===== src/rtl/boot_loader_pkg.sv =====
// rtl/boot_loader_pkg.sv - shared state encoding and SPM bus constants for the boot loader
package boot_loader_pkg;

  localparam int BL_ADDR_W     = 30;
  localparam int BL_BYTE_CNT_W = 2;

  localparam logic SPM_READ  = 1'b1;
  localparam logic SPM_WRITE = 1'b0;

  typedef enum logic [2:0] {
    BL_IDLE,
    BL_HDR,
    BL_DATA,
    BL_WRITE,
    BL_CHK,
    BL_RUN,
    BL_ERROR
  } bl_state_e;

endpackage


===== src/rtl/boot_loader_if.sv =====
// rtl/boot_loader_if.sv - byte stream, SPM test port and status signals of the boot loader
interface boot_loader_if;
  import boot_loader_pkg::*;

  logic                 start;
  logic                 rx_valid;
  logic [7:0]           rx_data;
  logic                 rx_ready;
  logic [BL_ADDR_W-1:0] test_spm_addr;
  logic                 test_spm_as_;
  logic                 test_spm_rw;
  logic [31:0]          test_spm_wr_data;
  logic [31:0]          test_spm_rd_data;
  logic                 cpu_en;
  logic                 load_done;
  logic                 load_err;

  modport master (
    output start, rx_valid, rx_data, test_spm_rd_data,
    input  rx_ready, test_spm_addr, test_spm_as_, test_spm_rw, test_spm_wr_data,
    input  cpu_en, load_done, load_err
  );

  modport slave (
    input  start, rx_valid, rx_data, test_spm_rd_data,
    output rx_ready, test_spm_addr, test_spm_as_, test_spm_rw, test_spm_wr_data,
    output cpu_en, load_done, load_err
  );

endinterface


===== src/rtl/boot_loader_byte_assembler.sv =====
// rtl/boot_loader_byte_assembler.sv - 4-byte little-endian word assembler with word_valid pulse
module boot_loader_byte_assembler
  import boot_loader_pkg::*;
(
  input  logic        i_clk,
  input  logic        i_rst,
  input  logic        i_byte_en,
  input  logic [7:0]  i_byte,
  output logic [31:0] o_word,
  output logic        o_word_valid
);

  logic [23:0]              r_buf;
  logic [BL_BYTE_CNT_W-1:0] r_cnt;

  always_ff @(posedge i_clk or posedge i_rst) begin
    if (i_rst) begin
      r_buf <= '0;
      r_cnt <= '0;
    end else if (i_byte_en) begin
      r_buf <= {i_byte, r_buf[23:8]};
      r_cnt <= r_cnt + BL_BYTE_CNT_W'(1);
    end
  end

  // Word is presented in the cycle its 4th byte is accepted; the caller registers it.
  assign o_word       = {i_byte, r_buf};
  assign o_word_valid = i_byte_en && (r_cnt == '1);

endmodule


===== src/rtl/boot_loader.sv =====
// rtl/boot_loader.sv - byte-stream program loader into SPM; BOOT_LOADER_CHECKSUM_EN adds an XOR checksum trailer
module boot_loader
  import boot_loader_pkg::*;
#(
  parameter logic [BL_ADDR_W-1:0] BASE_ADDR = '0,
  parameter int                   MAX_WORDS = 4096
) (
  input  logic          i_clk,
  input  logic          i_rst,
  boot_loader_if.slave  io_bus
);

`ifdef BOOT_LOADER_CHECKSUM_EN
  localparam bl_state_e BL_LAST = BL_CHK;
`else
  localparam bl_state_e BL_LAST = BL_RUN;
`endif

  bl_state_e            r_state, w_next;
  logic [31:0]          r_n, r_idx;
  logic                 r_rx_ready, r_as_n, r_rw, r_cpu_en, r_done, r_err;
  logic [BL_ADDR_W-1:0] r_addr;
  logic [31:0]          r_wr_data;
  logic [31:0]          w_word;
  logic                 w_word_valid, w_accept, w_unused;
`ifdef BOOT_LOADER_CHECKSUM_EN
  logic [31:0]          r_xor;
`endif

  assign w_accept = io_bus.rx_valid && r_rx_ready;
  assign w_unused = &{1'b0, io_bus.test_spm_rd_data};

  boot_loader_byte_assembler u_asm (
    .i_clk        (i_clk),
    .i_rst        (i_rst),
    .i_byte_en    (w_accept),
    .i_byte       (io_bus.rx_data),
    .o_word       (w_word),
    .o_word_valid (w_word_valid)
  );

  always_comb begin
    w_next = r_state;
    unique case (r_state)
      BL_IDLE:  if (io_bus.start) w_next = BL_HDR;
      BL_HDR:   if (w_word_valid) begin
                  if (w_word == 32'd0)                   w_next = BL_LAST;
                  else if (w_word > 32'(MAX_WORDS))      w_next = BL_ERROR;
                  else                                   w_next = BL_DATA;
                end
      BL_DATA:  if (w_word_valid) w_next = BL_WRITE;
      BL_WRITE: w_next = (r_idx == r_n - 32'd1) ? BL_LAST : BL_DATA;
`ifdef BOOT_LOADER_CHECKSUM_EN
      BL_CHK:   if (w_word_valid) w_next = (w_word == r_xor) ? BL_RUN : BL_ERROR;
`endif
      BL_RUN:   w_next = BL_RUN;
      BL_ERROR: w_next = BL_ERROR;
      default:  w_next = BL_IDLE;
    endcase
  end

  // Outputs are registered from the next state so they line up with r_state.
  always_ff @(posedge i_clk or posedge i_rst) begin
    if (i_rst) begin
      r_state    <= BL_IDLE;
      r_n        <= '0;
      r_idx      <= '0;
      r_rx_ready <= 1'b0;
      r_as_n     <= 1'b1;
      r_rw       <= SPM_READ;
      r_addr     <= BASE_ADDR;
      r_wr_data  <= '0;
      r_cpu_en   <= 1'b0;
      r_done     <= 1'b0;
      r_err      <= 1'b0;
`ifdef BOOT_LOADER_CHECKSUM_EN
      r_xor      <= '0;
`endif
    end else begin
      r_state    <= w_next;
      r_rx_ready <= (w_next == BL_HDR) || (w_next == BL_DATA) || (w_next == BL_CHK);
      r_as_n     <= (w_next != BL_WRITE);
      r_rw       <= (w_next == BL_WRITE) ? SPM_WRITE : SPM_READ;
      r_cpu_en   <= (w_next == BL_RUN);
      r_done     <= (w_next == BL_RUN);
      r_err      <= (w_next == BL_ERROR);
      if (r_state == BL_HDR && w_word_valid)
        r_n <= w_word;
      if (r_state == BL_DATA && w_word_valid) begin
        r_addr    <= BASE_ADDR + r_idx[BL_ADDR_W-1:0];
        r_wr_data <= w_word;
`ifdef BOOT_LOADER_CHECKSUM_EN
        r_xor     <= r_xor ^ w_word;
`endif
      end
      if (r_state == BL_WRITE)
        r_idx <= r_idx + 32'd1;
    end
  end

  assign io_bus.rx_ready         = r_rx_ready;
  assign io_bus.test_spm_as_     = r_as_n;
  assign io_bus.test_spm_rw      = r_rw;
  assign io_bus.test_spm_addr    = r_addr;
  assign io_bus.test_spm_wr_data = r_wr_data;
  assign io_bus.cpu_en           = r_cpu_en;
  assign io_bus.load_done        = r_done;
  assign io_bus.load_err         = r_err;

endmodule


===== src/flat_wrapper.sv =====
// flat-port wrapper written by rule: the top's interface ports become plain ports
module boot_loader_flat import boot_loader_pkg::*;
#(
  parameter logic [BL_ADDR_W-1:0] BASE_ADDR = '0,
  parameter int                   MAX_WORDS = 4096
)
  (i_clk, i_rst, io_bus_start, io_bus_rx_valid, io_bus_rx_data, io_bus_test_spm_rd_data, io_bus_rx_ready, io_bus_test_spm_addr, io_bus_test_spm_as_, io_bus_test_spm_rw, io_bus_test_spm_wr_data, io_bus_cpu_en, io_bus_load_done, io_bus_load_err);
  boot_loader_if io_bus_i ();
  input  logic i_clk;
  input  logic i_rst;
  input wire logic [$bits(io_bus_i.start)-1:0] io_bus_start;
  input wire logic [$bits(io_bus_i.rx_valid)-1:0] io_bus_rx_valid;
  input wire logic [$bits(io_bus_i.rx_data)-1:0] io_bus_rx_data;
  input wire logic [$bits(io_bus_i.test_spm_rd_data)-1:0] io_bus_test_spm_rd_data;
  output wire logic [$bits(io_bus_i.rx_ready)-1:0] io_bus_rx_ready;
  output wire logic [$bits(io_bus_i.test_spm_addr)-1:0] io_bus_test_spm_addr;
  output wire logic [$bits(io_bus_i.test_spm_as_)-1:0] io_bus_test_spm_as_;
  output wire logic [$bits(io_bus_i.test_spm_rw)-1:0] io_bus_test_spm_rw;
  output wire logic [$bits(io_bus_i.test_spm_wr_data)-1:0] io_bus_test_spm_wr_data;
  output wire logic [$bits(io_bus_i.cpu_en)-1:0] io_bus_cpu_en;
  output wire logic [$bits(io_bus_i.load_done)-1:0] io_bus_load_done;
  output wire logic [$bits(io_bus_i.load_err)-1:0] io_bus_load_err;
  assign io_bus_i.start = io_bus_start;
  assign io_bus_i.rx_valid = io_bus_rx_valid;
  assign io_bus_i.rx_data = io_bus_rx_data;
  assign io_bus_i.test_spm_rd_data = io_bus_test_spm_rd_data;
  assign io_bus_rx_ready = io_bus_i.rx_ready;
  assign io_bus_test_spm_addr = io_bus_i.test_spm_addr;
  assign io_bus_test_spm_as_ = io_bus_i.test_spm_as_;
  assign io_bus_test_spm_rw = io_bus_i.test_spm_rw;
  assign io_bus_test_spm_wr_data = io_bus_i.test_spm_wr_data;
  assign io_bus_cpu_en = io_bus_i.cpu_en;
  assign io_bus_load_done = io_bus_i.load_done;
  assign io_bus_load_err = io_bus_i.load_err;
  boot_loader #(.BASE_ADDR(BASE_ADDR), .MAX_WORDS(MAX_WORDS)) u_core (.i_clk(i_clk), .i_rst(i_rst), .io_bus(io_bus_i));
endmodule

===== config.mk =====
export PLATFORM = sky130hd
export DESIGN_NAME = boot_loader_flat
export DESIGN_NICKNAME = d
export VERILOG_FILES = /design/src/rtl/boot_loader_pkg.sv /design/src/rtl/boot_loader_if.sv /design/src/rtl/boot_loader_byte_assembler.sv /design/src/rtl/boot_loader.sv /design/src/flat_wrapper.sv
export SDC_FILE = /design/constraint.sdc
export NUM_CORES = 1
export LEC_CHECK = 0
export ABC_CLOCK_PERIOD_IN_PS = 9950
export CAP_MARGIN = 20
export CORE_ASPECT_RATIO = 1.2
export CORE_MARGIN = 10
export CORE_UTILIZATION = 59
export DETAILED_ROUTE_END_ITERATION = 10
export PLACE_DENSITY = 0.86
export SLEW_MARGIN = 20
export SYNTH_ARGS = -nofsm -noshare
export SYNTH_HDL_FRONTEND = slang
export SYNTH_HIERARCHICAL = 1
export SYNTH_SLANG_ARGS = --single-unit

===== constraint.sdc =====
create_clock -name i_clk -period 9.95 [get_ports i_clk]
set_input_delay 2.985 -clock i_clk [delete_from_list [all_inputs] [get_ports i_clk]]
set_output_delay 2.985 -clock i_clk [all_outputs]
set_load 0.005 [all_outputs]

Yosys cells after proc, flatten, opt, wreduce, memory -nomap -nowiden --
Index checks and enable logic that the tools add are counted.
Operators by class: add/subtract/negate cells 3, magnitude comparators 1, eq/ne operators 14, mux-type cells 8, reductions and logical operators 8
Operators by type and width (number):
- 32-bit by 1-bit adder with 32-bit output, second input constant | 1
- 32-bit equality test | 1
- 32-bit by 13-bit greater-than comparator with 1-bit output, second input constant | 1
- 32-bit zero test | 1
- 32-bit by 1-bit subtractor with 32-bit output, second input constant | 1
- 3-bit 2-to-1 mux | 6
- 3-bit one-hot mux with 6 select lines | 1
- 3-bit equality test, second input constant | 5
- 3-bit by 2-bit equality test with 1-bit output, second input constant | 4
- 3-bit by 1-bit equality test with 1-bit output, second input constant | 2
- 1-bit logical AND | 4
- 3-bit zero test | 1
- 3-bit by 2-bit != test with 1-bit output, second input constant | 1
- 2-bit by 1-bit adder with 2-bit output, second input constant | 1
- 2-bit equality test, second input constant | 1
- 1-bit logical OR | 2
- 1-bit 2-to-1 mux | 1
Storage, ports and cells: bits in registers 160, input port bits 44, output and inout bits 68, logic and storage cells 46

Longest topological paths before layout --
depth in word-level cells 8, mapped depth 10, gate-level depth less buffers 10

Hierarchy --
Netlist, hierarchy kept.
Modules (own cells, without submodules):
- boot_loader | instances 1, cells an instance 549, area an instance 6431.2 um2, seq. area each 3329.4 um2
- boot_loader_byte_assembler | instances 1, cells an instance 66, area an instance 1142.3 um2, seq. area each 650.6 um2

Worst setup path before layout --
Ideal clock, no wire load.
path kind input to register, start point in io_bus_rx_valid, end point reg u_core.r_addr[0] (netlist: u_core/io_bus.test_spm_addr[0]), library setup time 125 ps, arrival 4939 ps, data required time 9825 ps, path slack 4886 ps, cell stages on the path 8, buffers on the path 3, cell sequence and2_1 > buf_6 > buf_12 > and2_1 > nand2_1 > nor3_1 > clkbuf_1 > mux2_2
Between the ends: cells in the longest elaborated chain, start to end 3
Ends and longest elaborated chain:
- start: declaration | line flat_wrapper.sv:12 | input wire logic [$bits(io_bus_i.rx_valid)-1:0] io_bus_rx_valid;
- 1-bit logical AND | line boot_loader.sv:30 | assign w_accept = io_bus.rx_valid && r_rx_ready;
- 1-bit logical AND | line boot_loader_byte_assembler.sv:28 | assign o_word_valid = i_byte_en && (r_cnt == '1);
- net u_core.w_word_valid | line boot_loader.sv:25 | logic w_word_valid, w_accept, w_unused;
- 1-bit logical AND | line boot_loader.sv:89 | if (r_state == BL_DATA && w_word_valid) begin
- end signal: assignment | line boot_loader.sv:90 | r_addr <= BASE_ADDR + r_idx[BL_ADDR_W-1:0];
- end: declaration | line boot_loader.sv:22 | logic [BL_ADDR_W-1:0] r_addr;
The timed path passes the listed nets, and every way through them passes these cells. A chain may end at the register's enable or synchronous reset.

Worst setup path after layout --
start point in io_bus_rx_valid, end point reg u_core.r_addr[3] (netlist: u_core/io_bus.test_spm_addr[3])
Between the ends: cells in the longest elaborated chain, start to end 3
Ends and longest elaborated chain (line):
- 1-bit logical AND | boot_loader.sv:30
- net u_core.w_accept | boot_loader.sv:25
- 1-bit logical AND | boot_loader_byte_assembler.sv:28
- net u_core.w_word_valid | boot_loader.sv:25
- 1-bit logical AND | boot_loader.sv:89
The timed path passes the listed nets, and every way through them passes these cells.

==> metrics <==
run status completed; highest-delay cell along the critical path sky130_fd_sc_hd__clkdlybuf4s50_1; overflow left after global routing 0; CTS tree yes; Async S/R FF share, synth 100.0%; number of inserted diodes 0; area inside the core boundary 12,610 µm²; global-route wire length before repair 27,700 µm; cells on worst reg2reg path 10; Max Root-Sink Buffers 2; sort of element at the start of the critical path primary input; summed instance area of the synthesized netlist 7574 µm²; row count 45; post-synthesis cell count 615; amount of wire on met3 after detailed routing 713 µm; proportion of synthesized chip area in sequential cells 52.55%; die boundary height 144.1 µm; count of input and output buffers 79; gpl congestion 0.9348; share of final-layout standard cells stronger than drive strength 1 24.39%; class of the worst hold path flip-flop to flip-flop; Max stage delay on crit path 0.45 ns; Vias/cell 5.813; part of the cycle the worst path needs 51.00%; IR drop worst, VDD 0.1318 mV; Setup Buffers After CTS 0; count of H-tree levels built during CTS 4; initial core utilization 60.05%; slew at the pin with the worst max-slew slack 0.6233 ns; detailed-route via count 5,005; routed wl met2 8672 µm; mean post-synth cell area 12.31 µm²; Clock Sinks 159; area share of the leading cell type in the synthesized netlist 52.21%; Total Negative Setup Slacks 0 ns; first-iteration detailed-routing DRC count 437; relative area change from synthesis to final layout 18.87%; maximum operating frequency 197.1 MHz; post-detailed-route wirelength per cell 18.85 µm; final instance count without filler cells 861; beginning of the worst register-to-register path u_core/r_n[0]; total clock buffers created by CTS 17; initial antenna violation count 0; detailed-placement wirelength estimate 11,590 µm; setup violators final 0; startpoint of the most critical hold path u_core/u_asm/r_cnt[0]; Static Leak 4.180 nW; post-cts hold buffer count 0; Worst slew margin 58.45%; primary flip-flop cell chosen by synthesis mapping sky130_fd_sc_hd__dfrtp_1; crit path cell chain clkdlybuf4s50_1, and2_1, buf_4, and2_1, nand2_1, nor3_2, buf_4, mux2_2; Remaining DRCs 0; Area contributors post-synth sky130_fd_sc_hd__dfrtp_1, sky130_fd_sc_hd__mux2_2, sky130_fd_sc_hd__xnor2_1, sky130_fd_sc_hd__mux2_4, sky130_fd_sc_hd__xor2_1; total nets after synthesis 662; clock slew at the register clock pins of the worst setup and hold paths 0.06 ns; DRT met1 WL 6628 µm; pin count of the biggest net entering global routing 82; Resized cells post-CTS 0; start point of the critical path io_bus_rx_valid; Req. time, crit path 10.25 ns; placed cell count 827; final non-filler cell area 9002 µm²; count of antenna-violating nets left after detailed routing 0; GRT Total Usage 19.68%; Crit Path Max Fanout 33; setup clock skew after layout 0.006562 ns; cell taking the most area after synthesis sky130_fd_sc_hd__dfrtp_1; YS warnings 6; top layer in use met4; Die X 123.4 µm; RSZ-0062 raised after global routing no; post-layout min period 5.074 ns; clock insertion delay at the later pin of the skew report 0.42 ns; Slew Limit Fails 0; endpoint arrival time on the critical path 5.37 ns; Placed Area 8379 µm²; synthesis-stage register bit count 159; Final Hold Viols 0; number of enable flip-flop cells after synthesis 0; Distinct cells, synth 58; power per unit of standard cell area 143.4 nW/µm²; final wirelength 16,230 µm; Hold WS 0.4764 ns; instance count along the most critical hold path 1; library cell used as clock root buffer sky130_fd_sc_hd__clkbuf_16; CP endpoint kind flip-flop; area of the die 17,790 µm²; vias in the first global route 5,335; final net count 731; count of TritonRoute iterations in the first routing pass 4; I/O pin total 112; classification of the worst setup path primary input to flip-flop; Max-Cap Viols 0
## final timing paths
| check | endpoint | slack (ns) |
|---|---|---|
| worst max register to register | u_core/io_bus.rx_ready | 6.83 |
| min in group asynchronous | u_core/u_asm/r_cnt[0] | 2.89 |
| max in group asynchronous | u_core/r_idx[13] | 5.78 |
| worst min register to register | u_core/u_asm/r_cnt[0] | 0.48 |
| worst max-delay path | u_core/io_bus.test_spm_addr[3] | 4.88 |
| worst min-delay path | u_core/u_asm/r_cnt[0] | 0.48 |
## cell usage in the layout, fill, tap and decap left out, types with 5 or more instances in the layout
cell type / netlist / final
sky130_fd_sc_hd__nand4_1: 7 / 7
sky130_fd_sc_hd__xnor2_1: 46 / 46
sky130_fd_sc_hd__buf_4: 12 / 5
sky130_fd_sc_hd__nor3_1: 19 / 18
sky130_fd_sc_hd__nand3_1: 19 / 19
sky130_fd_sc_hd__o21ai_0: 11 / 11
sky130_fd_sc_hd__a21oi_1: 10 / 10
sky130_fd_sc_hd__clkbuf_16: 0 / 17
sky130_fd_sc_hd__mux2_2: 100 / 100
sky130_fd_sc_hd__clkbuf_1: 17 / 5
sky130_fd_sc_hd__mux2_4: 18 / 18
sky130_fd_sc_hd__a31oi_1: 5 / 5
sky130_fd_sc_hd__xor2_1: 25 / 25
sky130_fd_sc_hd__and2_1: 6 / 6
sky130_fd_sc_hd__dfrtp_1: 158 / 158
sky130_fd_sc_hd__nand2_1: 37 / 37
sky130_fd_sc_hd__nor4_1: 14 / 14
sky130_fd_sc_hd__inv_1: 13 / 11
sky130_fd_sc_hd__nor2_1: 31 / 30
sky130_fd_sc_hd__clkdlybuf4s50_1: 0 / 79
## sequential cells by signal (all words and copies together) (netlist names)
name	flops
u_core/r_idx	32
u_core/io_bus.test_spm_addr	30
u_core/io_bus.load_err	1
u_core/r_n	32
u_core/io_bus.rx_ready	1
u_core/u_asm/r_buf	24
u_core/r_state	3
u_core/u_asm/r_cnt	2
u_core/io_bus.load_done	1
u_core/io_bus.test_spm_as_	1
u_core/io_bus.test_spm_wr_data	32
## through the flow
| step | worst slack, ns | util (%) | total power [W] |
|---|---|---|---|
| after floorplan | 3.412 | - | 0.0006710 |
| after global placement | 4.559 | 66.44 | 0.0006776 |
| after detailed placement | 4.464 | 66.44 | 0.0006787 |
| after CTS | 4.884 | 70.94 | 0.001300 |
| after global routing | 4.691 | 71.38 | 0.001333 |
| final | 4.876 | 71.38 | 0.001291 |
## metal layers
| metal | track usage [%] | vias up |
|---|---|---|
| met3 | 4.563 | 18 |
| met4 | 7.182 | 0 |
| li1 | - | 2313 |
| met2 | 34.11 | 99 |
| met5 | 0 | - |
| met1 | 23.18 | 2575 |
## layout make-up
cell class              instances  area, µm²
multi-input cells             407       3314
repair buffers                 86      883.3
well taps                     164      205.2
inverters                      13      51.30
clock inverters                 9      110.1
flip-flops and latches        159       3980
fillers                       836       3610
clock buffers                  23      457.9
## cell usage after synthesis (3+ instances only)
master                     number
sky130_fd_sc_hd__and3_1         4
sky130_fd_sc_hd__a211o_1        3
sky130_fd_sc_hd__buf_6          3
sky130_fd_sc_hd__xor2_1        25
sky130_fd_sc_hd__nand4_1        7
sky130_fd_sc_hd__mux2_2       100
sky130_fd_sc_hd__a21oi_1       10
sky130_fd_sc_hd__nor2_1        31
sky130_fd_sc_hd__nor3_1        19
sky130_fd_sc_hd__nor4_2         3
sky130_fd_sc_hd__inv_1         13
sky130_fd_sc_hd__xnor2_1       46
sky130_fd_sc_hd__nand2_1       37
sky130_fd_sc_hd__o21ai_0       11
sky130_fd_sc_hd__nand3_1       19
sky130_fd_sc_hd__nor4_1        14
sky130_fd_sc_hd__ha_1           3
sky130_fd_sc_hd__and2_1         6
sky130_fd_sc_hd__clkbuf_1      17
sky130_fd_sc_hd__buf_4         12
sky130_fd_sc_hd__dfrtp_1      158
sky130_fd_sc_hd__a31oi_1        5
sky130_fd_sc_hd__mux2_4        18
sky130_fd_sc_hd__nor2b_1        4
## cell families (layout without fill, tap and decap cells)
group | Yosys count | count (layout) | share of synthesized area (%)
muxes | 120 | 120 | 18.70
and+or+nand+nor | 166 | 166 | 12.18
AOI/OAI and AO/OA | 47 | 47 | 4.081
xor gates and xnor gates | 71 | 71 | 8.211
DFF | 159 | 159 | 52.55
buffers and inverters | 49 | 131 | 3.783
adders and majority gates | 3 | 3 | 0.4957
## power breakdown
part | internal [W] | switching (W) | leakage [nW]
combinational | 0.00000662 | 0.0000152 | 1.72
sequential | 0.000647 | 0 | 2.19
clock | 0.000376 | 0.000246 | 0.268
total | 0.00103 | 0.000262 | 4.18
## critical path, delay by kind of cell
family	cells	cell delay (ns)
buffers and inverters	3	1.23
AND/OR/NAND/NOR	4	0.73
multiplexers	1	0.39
Note: power is estimated with default switching activity, not from simulation.
